<file path="config.mk">
export PLATFORM = sky130hd
export DESIGN_NAME = tt_pg_seq
export DESIGN_NICKNAME = d
export VERILOG_FILES = /design/src/rtl/tt_pg_seq.sv
export SDC_FILE = /design/constraint.sdc
export NUM_CORES = 1
export LEC_CHECK = 0
export ABC_AREA = 1
export BUFFER_PORTS_ARGS = -buffer_cell sky130_fd_sc_hd__buf_2
export CAP_MARGIN = 10
export CORE_UTILIZATION = 58
export CTS_BUF_LIST = sky130_fd_sc_hd__clkbuf_16
export DETAILED_ROUTE_END_ITERATION = 16
export PLACE_DENSITY = 0.82
export SYNTH_ARGS = -nofsm -noshare
export SYNTH_HDL_FRONTEND = slang
export SYNTH_SLANG_ARGS = --single-unit
</file>
<file path="constraint.sdc">
create_clock -name clk -period 2.1 [get_ports clk]
set_input_delay 0.315 -clock clk [delete_from_list [all_inputs] [get_ports clk]]
set_output_delay 0.315 -clock clk [all_outputs]
set_load 0.01 [all_outputs]
</file>
<file path="src/rtl/tt_pg_seq.sv">
// rtl/tt_pg_seq.sv - staggered power-gate sequencer for one user tile
module tt_pg_seq #(
    parameter int N_SEG      = 4,
    parameter int STEP_CYC   = 16,
    parameter int SETTLE_CYC = 64,
    parameter int CNT_W      = 8
) (
    input  logic             clk,
    input  logic             rst_n,
    input  logic             req_on,
    output logic [N_SEG-1:0] pg_ctrl,
    output logic             iso,
    output logic             usr_rst_n,
    output logic             pwr_good,
    output logic             busy,
    output logic [2:0]       state
);

    localparam logic [2:0] S_OFF     = 3'd0;
    localparam logic [2:0] S_UP      = 3'd1;
    localparam logic [2:0] S_SETTLE  = 3'd2;
    localparam logic [2:0] S_ISO_REL = 3'd3;
    localparam logic [2:0] S_ON      = 3'd4;
    localparam logic [2:0] S_PD_ISO  = 3'd5;
    localparam logic [2:0] S_DOWN    = 3'd6;

    localparam logic [CNT_W-1:0] STEP_LD   = CNT_W'(STEP_CYC - 1);
    localparam logic [CNT_W-1:0] SETTLE_LD = CNT_W'(SETTLE_CYC - 1);
    // ISO_REL and PD_ISO each hold for two cycles: load 1, leave on 0
    localparam logic [CNT_W-1:0] HOLD2_LD  = CNT_W'(1);

    logic [2:0]       state_q, state_d;
    logic [N_SEG-1:0] pg_q, pg_d;
    logic [CNT_W-1:0] cnt_q, cnt_d;
    logic             iso_q, iso_d;
    logic             usr_q, usr_d;
    logic             good_q, good_d;
    logic             busy_q, busy_d;

    logic             cnt_zero;
    logic             top_on;
    logic [N_SEG-1:0] pg_up;
    logic [N_SEG-1:0] pg_dn;

    assign cnt_zero = (cnt_q == '0);
    assign top_on   = pg_q[N_SEG-1];
    assign pg_up    = (pg_q << 1) | N_SEG'(1);
    assign pg_dn    = pg_q >> 1;

    always_ff @(posedge clk) begin
        if (!rst_n) begin
            state_q <= S_OFF;
            pg_q    <= '0;
            cnt_q   <= '0;
            iso_q   <= 1'b1;
            usr_q   <= 1'b0;
            good_q  <= 1'b0;
            busy_q  <= 1'b0;
        end else begin
            state_q <= state_d;
            pg_q    <= pg_d;
            cnt_q   <= cnt_d;
            iso_q   <= iso_d;
            usr_q   <= usr_d;
            good_q  <= good_d;
            busy_q  <= busy_d;
        end
    end

    always_comb begin
        state_d = state_q;
        case (state_q)
            S_OFF:     if (req_on) state_d = S_UP;
            S_UP: begin
                if (!req_on)               state_d = S_DOWN;
                else if (cnt_zero && top_on) state_d = S_SETTLE;
            end
            S_SETTLE: begin
                if (!req_on)       state_d = S_DOWN;
                else if (cnt_zero) state_d = S_ISO_REL;
            end
            S_ISO_REL: begin
                if (!req_on)       state_d = S_PD_ISO;
                else if (cnt_zero) state_d = S_ON;
            end
            S_ON:      if (!req_on) state_d = S_PD_ISO;
            S_PD_ISO:  if (cnt_zero) state_d = S_DOWN;
            S_DOWN:    if (cnt_zero && (pg_dn == '0)) state_d = S_OFF;
            default:   state_d = S_DOWN;
        endcase
    end

    // Isolation, tile reset and status flags decode purely from the next state
    always_comb begin
        pg_d   = pg_q;
        cnt_d  = cnt_zero ? cnt_q : cnt_q - 1'b1;
        case (state_q)
            S_OFF: begin
                pg_d  = '0;
                cnt_d = '0;
                if (state_d == S_UP) begin
                    pg_d  = N_SEG'(1);
                    cnt_d = STEP_LD;
                end
            end
            S_UP: begin
                if (state_d == S_DOWN) begin
                    cnt_d = STEP_LD;
                end else if (state_d == S_SETTLE) begin
                    cnt_d = SETTLE_LD;
                end else if (cnt_zero) begin
                    pg_d  = pg_up;
                    cnt_d = STEP_LD;
                end
            end
            S_SETTLE: begin
                if (state_d == S_DOWN)         cnt_d = STEP_LD;
                else if (state_d == S_ISO_REL) cnt_d = HOLD2_LD;
            end
            S_ISO_REL: if (state_d == S_PD_ISO) cnt_d = HOLD2_LD;
            S_ON:      if (state_d == S_PD_ISO) cnt_d = HOLD2_LD;
            S_PD_ISO:  if (state_d == S_DOWN)   cnt_d = STEP_LD;
            S_DOWN: begin
                if (cnt_zero) begin
                    pg_d  = pg_dn;
                    cnt_d = (state_d == S_OFF) ? '0 : STEP_LD;
                end
            end
            default:   cnt_d = STEP_LD;
        endcase
        iso_d  = !((state_d == S_ISO_REL) || (state_d == S_ON) || (state_d == S_PD_ISO));
        usr_d  = (state_d == S_ON);
        good_d = (state_d == S_ON);
        busy_d = !((state_d == S_OFF) || (state_d == S_ON));
    end

    assign pg_ctrl   = pg_q;
    assign iso       = iso_q;
    assign usr_rst_n = usr_q;
    assign pwr_good  = good_q;
    assign busy      = busy_q;
    assign state     = state_q;

endmodule

</file>
# --- Word level (Yosys, flattened, before mapping) ---
# Cells that the tools add are included.
totals:
  out_inout_bits: 11
  reg_bits: 18
  wordCells: 66
  in_bits: 3
classes:
  eq_ne: 16
  addsub: 1
  n_mux: 29
  reduce_logical: 14
op_table:
  columns: ["operator", "count"]
  rows:
  - ["$mux 8", 9]
  - ["$pmux 8 s6", 1]
  - ["$mux 3", 10]
  - ["$mux 4", 6]
  - ["$pmux 3 s7", 1]
  - ["$eq 3x3->1 const B", 6]
  - ["$eq 3x2->1 const B", 4]
  - ["$pmux 4 s3", 1]
  - ["$logic_not 8->1", 1]
  - ["$ne 2x2->1 const B", 4]
  - ["$sub 8x1->8 const B", 1]
  - ["$eq 3x1->1 const B", 2]
  - ["$logic_not 3->1", 2]
  - ["$reduce_and 5->1", 1]
  - ["$logic_not 4->1", 1]
  - ["$logic_or 1x1->1", 3]
  - ["$reduce_bool 3->1", 1]
  - ["$logic_and 1x1->1", 2]
  - ["$logic_not 1->1", 2]
  - ["$reduce_or 2->1", 1]
  - ["$mux 1", 1]

# --- Longest topological paths before layout ---
# Gate-level depths: netlist (run 1).
logic_depth:
  ltp_word: 9
  mapped_depth: 16
  ltp_nobuf: 16

# --- Worst setup path before layout (run 1) ---
# OpenSTA, ideal clock, no wires.
synth_path:
  path_type: "reg2reg"
  startpoint: "register cnt_q[0]"
  endpoint: "register cnt_q[3]"
  setup_slack_ps: 314
  setup_time_ps: 109
  required_time_ps: 1991
  synth_period_minus_slack_ps: 1786
  path_stages_with_launch: 17
  path_buffers: 1
  t_arrival_ps: 1677
  cell_sequence: "dfxtp_1 > inv_1 > ha_1 > nand2_1 > nor2_4 > buf_6 > nand2_1 > nand2_2 > nand2_1 > nor2_2 > nand4_2 > nand2_1 > nand2_1 > nand2_1 > nand3_1 > nand2_1 > inv_1"
synth_between:
  elab_chain_cells: 9
  word_cells_on_any_way: 31
  classes_between: "1 x add/sub; 5 x eq/ne; 21 x mux; 4 x reduce/logical"
synth_lines:
  columns: ["item", "line", "rtl"]
  rows:
  - ["start: declaration", "34", "logic [CNT_W-1:0] cnt_q, cnt_d;"]
  - ["start signal: assignment", "62", "cnt_q <= cnt_d;"]
  - ["$logic_not 8->1", "45", "assign cnt_zero = (cnt_q == '0);"]
  - ["$logic_and 1x1->1", "76", "else if (cnt_zero && top_on) state_d = S_SETTLE;"]
  - ["$mux 3", "76", null]
  - ["$mux 3", "75", "if (!req_on) state_d = S_DOWN;"]
  - ["$pmux 3 s7", "72", "case (state_q)"]
  - ["$eq 3x2->1 (tied with other cells)", "118", "else if (state_d == S_ISO_REL) cnt_d = HOLD2_LD;"]
  - ["$mux 8 (tied with other cells)", "118", null]
  - ["$mux 8 (on tied branches)", "117, 107, 124", null]
  - ["$pmux 8 s6 (*)", "97", "case (state_q)"]
# Mark *: on every way between the ends. The rest lies on a longest branch, timed or not.
# A chain may end at the register's enable or synchronous reset.

# --- Worst setup path in the final report (run 1) ---
layout_path:
  startpoint: "register state_q[2], in the netlist state[2]"
  endpoint: "register cnt_q[0]"
layout_between:
  elab_chain_cells: 7
  word_cells_on_any_way: 35
  classes_between: "11 x eq/ne; 21 x mux; 3 x reduce/logical"
layout_lines:
  columns: ["item", "line", "rtl"]
  rows:
  - ["start: declaration", "32", "logic [2:0] state_q, state_d;"]
  - ["start signal: assignment", "60", "state_q <= state_d;"]
  - ["$mux 3 (on tied branches)", "84, 76, 80", null]
  - ["$mux 3 (on tied branches)", "83, 75, 79", null]
  - ["$pmux 3 s7", "72", null]
  - ["$eq 3x2->1 (tied with other cells)", "118", null]
  - ["$mux 8 (tied with other cells)", "118", null]
  - ["$mux 8 (on tied branches)", "117, 107, 124", null]
  - ["$pmux 8 s6 (*)", "97", null]
# Marks and branches as above.

==> impl_metrics.json, run 1 <==
{
  "syn2layout_area_growth_pct": 15.19,
  "worstSetupPathType": "register to register",
  "period_needed_ns": 1.895,
  "syn_area_per_cell_um2": 6.206,
  "min-delay-path-class": "primary input to register",
  "power.leakage_nw": 0.8859,
  "fin_tns_setup_ns": 0,
  "synth_area_leaders": "dfxtp_1 26%, nand2_1 16%, inv_1 9.2%, nand3_1 6.5%, a21oi_1 5.1%",
  "cts_hold_buf": 0,
  "grt_max_degree": 10,
  "wl_met3_um": 254,
  "synth_nets": 228,
  "grt_pass1_wl_um": 6065,
  "async_flop_share": 0,
  "yosysTopAreaCell": "dfxtp_1",
  "synthCells": 223,
  "wire_per_inst_um": 13.53,
  "core_area_mm2": 0.002233,
  "synth_edf_count": 0,
  "pwr-share-seq": 0.198,
  "grt_overflow": 0,
  "clock-root-buffer": "clkbuf_16",
  "setup_violations": 0,
  "clock_sinks": 18,
  "max-cap-violations": 0,
  "top_layer_used": "met4",
  "p_comb_frac": 0.670,
  "ys.flop_type": "dfxtp_1",
  "required_ns": 2.23,
  "cts.path.max_buffers": 2,
  "ir_drop_uv": 1072,
  "status": "finished clean",
  "yosys_register_bits": 18,
  "drt-initial-drc-count": 99,
  "drc": 0,
  "finalWirelength_um": 3627,
  "met2WireLength_um": 1648,
  "crit_path_start": "state[2]",
  "grt_setup_unrepaired": "false",
  "cts_made_buffers": 3,
  "die_area_mm2": 0.002585,
  "timing.fmax_mhz": 527.6,
  "vias": 1521,
  "vias_per_cell": 5.675,
  "syn-cell-area_mm2": 0.001384,
  "synth_top_area_frac": 0.2604,
  "maxSlewViolCount": 0,
  "end_kind": "register",
  "die_w_um": 50.85,
  "nets": 247,
  "power_density_mw_per_mm2": 1834,
  "crit_end": "cnt_q[0]",
  "final_common_cell": "nand2_1",
  "final_util": 0.7137,
  "antenna_found_initial": 0,
  "max-slew-margin-rel": 0.7987,
  "initial_utilization": 0.6196,
  "ys_types": 30,
  "drive_gt1_frac": 0.2333,
  "cellInternalPower_mw": 1.420,
  "layout_common_cells": "55 x nand2_1, 32 x inv_1, 17 x nor2_1, 17 x nand3_1, 17 x dfxtp_1",
  "n_antenna_cell": 0,
  "power_frac_clock": 0.132,
  "post-route-period-util": 0.9025,
  "postRouteAntennaNets": 0,
  "portBuffers": 13,
  "firstDrtPassIters": 4,
  "dpl.hpwl_um": 2657,
  "io_pins": 14,
  "reg2reg_setup_slack_ns": 0.20,
  "hold_viol_final": 0,
  "wl_met1_um": 1622,
  "gp_congestion": 0.9523,
  "ys_warn_count": 0,
  "rr_endpoint": "cnt_q[0]",
  "track_usage": 0.3129,
  "htree_num_levels": 1,
  "tritoncts": "yes",
  "switching_share": 0.5144,
  "cp-start-kind": "register",
  "r2r_cells": 11,
  "fp-row-count": 17,
  "synth_seq_area_share": 0.2604,
  "die_h_um": 50.85,
  "r2r_start": "state[2]",
  "worst_pin_slew_ns": 0.3015,
  "grt_pass1_vias": 1337,
  "clk_latency_ns": 0.25,
  "finClkSkew_ns": 0.003244,
  "path_clk_slew_ns": 0.05,
  "arrival_ns": 2.02,
  "path_max_fanout": 6,
  "p_switching_mw": 1.504
}
## per-layer routing
| layer | GRT usage | up-vias |
|---|---|---|
| met5 | 0 | - |
| met4 | 0.1435 | 0 |
| met3 | 0.04762 | 14 |
| met2 | 0.4867 | 74 |
| met1 | 0.4229 | 682 |
| li1 | - | 751 |
## state kept, by name, indices dropped and copies added, names as in the netlist
register and count:
state 3, busy 1, iso 1, pwr_good 1, cnt_q 8, pg_ctrl 4
## timing repair
item / CTS / global route
endpoints found under the setup margin: 0 / 11
setup buffers: 0 / 2
gates resized for setup: 0 / 10
## cell families (layout without fill, tap and decap cells)
kind of cell / Yosys count / after routing / share of synthesized area
and+or+nand+nor: 121 / 121 / 0.4331
buffers and inverters: 46 / 63 / 0.1356
AOI/OAI and AO/OA: 33 / 33 / 0.1338
DFF: 18 / 18 / 0.2604
xor gates and xnor gates: 3 / 3 / 0.01899
adders and majority gates: 2 / 2 / 0.01808
## synthesized netlist by cell type (2+ instances only)
cell type   n
nand2_1    58
inv_1      34
dfxtp_1    18
nand3_1    18
nor2_1     17
a21oi_1    14
inv_2       8
o21ai_0     8
nand2_2     5
nor3_1      5
nand3_2     4
nor2_2      4
o21ai_1     4
nand4_1     3
a221oi_1    2
buf_4       2
ha_1        2
nand3_4     2
nor2_4      2
o22ai_1     2
xor2_1      2
## power by group through the flow
stage	Combinational (mW)	Clock [mW]	Sequential, mW
3_5_place_dp	1.80	0	0.576
5_1_grt	2.17	0.402	0.596
6_report	1.96	0.385	0.580
2_1_floorplan	1.44	0	0.579
3_3_place_gp	1.79	0	0.575
4_1_cts	1.83	0.386	0.570
## critical path, cell delays in order (launching register included)
cell	delay (ns)
dfxtp_1	0.49
inv_2	0.13
nand3_2	0.16
nand2_1	0.08
a21oi_1	0.17
nand3_2	0.20
nand4_2	0.20
nand2_1	0.08
nand2_1	0.07
nand2_1	0.05
nor2_1	0.08
a21oi_1	0.06
## how the worst min path moves through the flow
stage	depth (start not counted)	slack [ns]	to	startpoint
2_1_floorplan	2	0.41	cnt_q[3]	rst_n
6_report	3	0.38	cnt_q[3]	rst_n
3_5_place_dp	2	0.52	pg_ctrl[3]	pg_ctrl[2]
4_1_cts	3	0.38	cnt_q[3]	rst_n
5_1_grt	3	0.41	cnt_q[3]	rst_n
3_3_place_gp	2	0.53	pg_ctrl[1]	pg_ctrl[0]
## per-stage QoR
stage	instance area, um^2	worst slack (ns)	hold WS, ns	std cells	power, mW
6_report	1594	0.2048	0.3835	268	2.924
5_1_grt	1594	0.009291	0.4148	268	3.171
4_1_cts	1548	0.05235	0.3773	266	2.786
3_5_place_dp	1473	0.09968	0.5244	263	2.378
3_3_place_gp	1473	0.1673	0.5257	263	2.366
2_1_floorplan	1384	0.3145	0.4126	223	2.016
## cell type report
| type | instances | area [um^2] |
|---|---|---|
| clock buffers | 3 | 75.07 |
| fillers | 202 | 639.4 |
| inverters | 43 | 161.4 |
| multi-input cells | 159 | 865.8 |
| flip-flops and latches | 18 | 361.6 |
| well taps | 28 | 35.03 |
| repair buffers | 17 | 95.09 |
No activity file was read; power rests on OpenSTA's default activity.
==> run 2: changes to the inputs <==
==> constraint.sdc (replaced) <==
create_clock -name clk -period 2.1 [get_ports clk]
set_input_delay 0.315 -clock clk [delete_from_list [all_inputs] [get_ports clk]]
set_output_delay 0.315 -clock clk [all_outputs]
set_load 0.1 [all_outputs]
==> impl_metrics.json, run 2 (same netlist as run 1, synthesis figures left out) <==
{
  "core_area_mm2": 0.002233,
  "worstSetupPathType": "register to register",
  "dp_cells": 262,
  "final_common_cell": "nand2_1",
  "path_clk_slew_ns": 0.05,
  "die_h_um": 50.85,
  "postRouteAntennaNets": 0,
  "tritoncts": "yes",
  "vias": 1548,
  "vias_per_cell": 5.820,
  "hold_depth": 3,
  "arrival_ns": 2.19,
  "timing.fmax_mhz": 499.8,
  "clk_latency_ns": 0.25,
  "portBuffers": 13,
  "end_kind": "register",
  "post-route-period-util": 0.9528,
  "period_needed_ns": 2.001,
  "die_w_um": 50.85,
  "grt_max_degree": 10,
  "fin_cells": 266,
  "setup_violations": 0,
  "antenna_found_initial": 0,
  "hold_viol_final": 0,
  "grt_pass1_wl_um": 6134,
  "dpl.hpwl_um": 2675,
  "grt_overflow": 0,
  "layout_common_cells": "57 x nand2_1, 33 x inv_1, 17 x nor2_1, 17 x nand3_1, 15 x dfxtp_1",
  "drt-initial-drc-count": 85,
  "r2r_cells": 16,
  "cts_made_buffers": 3,
  "crit_end": "cnt_q[4]",
  "r2r_start": "cnt_q[1]",
  "io_pins": 14,
  "multi_input_area_um2": 859.6,
  "grt_pass1_vias": 1395,
  "maxSlewViolCount": 0,
  "fin_tns_setup_ns": 0,
  "die_area_mm2": 0.002585,
  "firstDrtPassIters": 5,
  "wire_per_inst_um": 14.04,
  "drc": 0,
  "hp-start": "rst_n",
  "finalWirelength_um": 3734,
  "status": "finished clean",
  "max-cap-violations": 0,
  "cts.path.max_buffers": 2,
  "gp_congestion": 0.9991,
  "track_usage": 0.3180,
  "initial_utilization": 0.6196,
  "fill_cells": 202,
  "min-delay-path-class": "primary input to register",
  "nets": 245,
  "n_antenna_cell": 0,
  "clock-root-buffer": "clkbuf_16",
  "regMostFlops": "cnt_q",
  "cp-start-kind": "register",
  "required_ns": 2.29,
  "fp-row-count": 17,
  "clock_sinks": 18,
  "finClkSkew_ns": 0.001902,
  "cts_hold_buf": 0,
  "rr_endpoint": "cnt_q[4]",
  "worst_pin_slew_ns": 0.4911,
  "largest_reg_flops": 8,
  "crit_path_start": "cnt_q[1]",
  "regArea_um2": 364.1,
  "syn2layout_area_growth_pct": 13.83,
  "path_max_fanout": 6,
  "final_util": 0.7053,
  "reg2reg_setup_slack_ns": 0.1,
  "drive_gt1_frac": 0.2269,
  "max-slew-margin-rel": 0.6749,
  "htree_num_levels": 1
}
==> run 2: cell types whose count changed in the layout (fill, tap and decap cells not counted) <==
cell	previous run	this run
nand2_1	55	57
o21ai_2	0	1
nand2_4	2	1
inv_1	32	33
nand2_2	7	6
dfxtp_2	1	3
o21ai_1	4	3
buf_4	4	2
inv_2	10	9
dfxtp_1	17	15
==> run 2: critical path, stage by stage, from the launching register on <==
cell     delay [ns]
dfxtp_1        0.31
inv_1          0.11
ha_4           0.17
nand2_2        0.10
inv_1          0.08
nand2_2        0.11
nand2_1        0.08
nand2_1        0.10
nor2_2         0.15
nand3_4        0.13
nand2_2        0.11
nand2_1        0.06
nand2_1        0.07
nand2_1        0.10
nand4_1        0.11
nand3_1        0.08
inv_1          0.07
==> run 2: per-stage QoR <==
step | hold slack, ns | worst slack [ns] | instance area (um^2)
2_1_floorplan | 0.4126 | 0.01060 | 1388
3_3_place_gp | 0.5253 | 0.1615 | 1469
3_5_place_dp | 0.5278 | 0.1102 | 1469
4_1_cts | 0.3827 | 0.06548 | 1544
5_1_grt | 0.3942 | -0.01423 | 1575
6_report | 0.3907 | 0.09919 | 1575
==> run 2: cell type report <==
type,instances,area share
Multi-Input combinational cell,159,0.5457
Sequential cell,18,0.2311
Inverter,43,0.1025
Timing Repair Buffer,15,0.05083
Clock buffer,3,0.04766
Tap cell,28,0.02224
==> run 2: timing repair <==
action | 4_1_cts | 5_1_grt
resized for setup | 0 | 6
setup endpoints to repair | 0 | 10
setup buffers | 0 | 1
==> run 2: worst min path at each step <==
stage / endpoint / slack (ns)
final: cnt_q[3] / 0.39
after global routing: cnt_q[3] / 0.39
after CTS: cnt_q[3] / 0.38
after detailed placement: pg_ctrl[3] / 0.53
after global placement: pg_ctrl[3] / 0.53
after floorplan: cnt_q[3] / 0.41
==> run 2: layer usage <==
layer  vias up  GRT usage  wire length (um)
li1        746          -                 -
met2        97     0.5222              1732
met5         -          0                 0
met3        15    0.05060               331
met1       690     0.4186              1585
met4         0     0.1157                85
Power of run 2 is left out: the tool's default activity adds up to more than one toggle a clock period on the data nets, which glitch-free logic cannot reach.
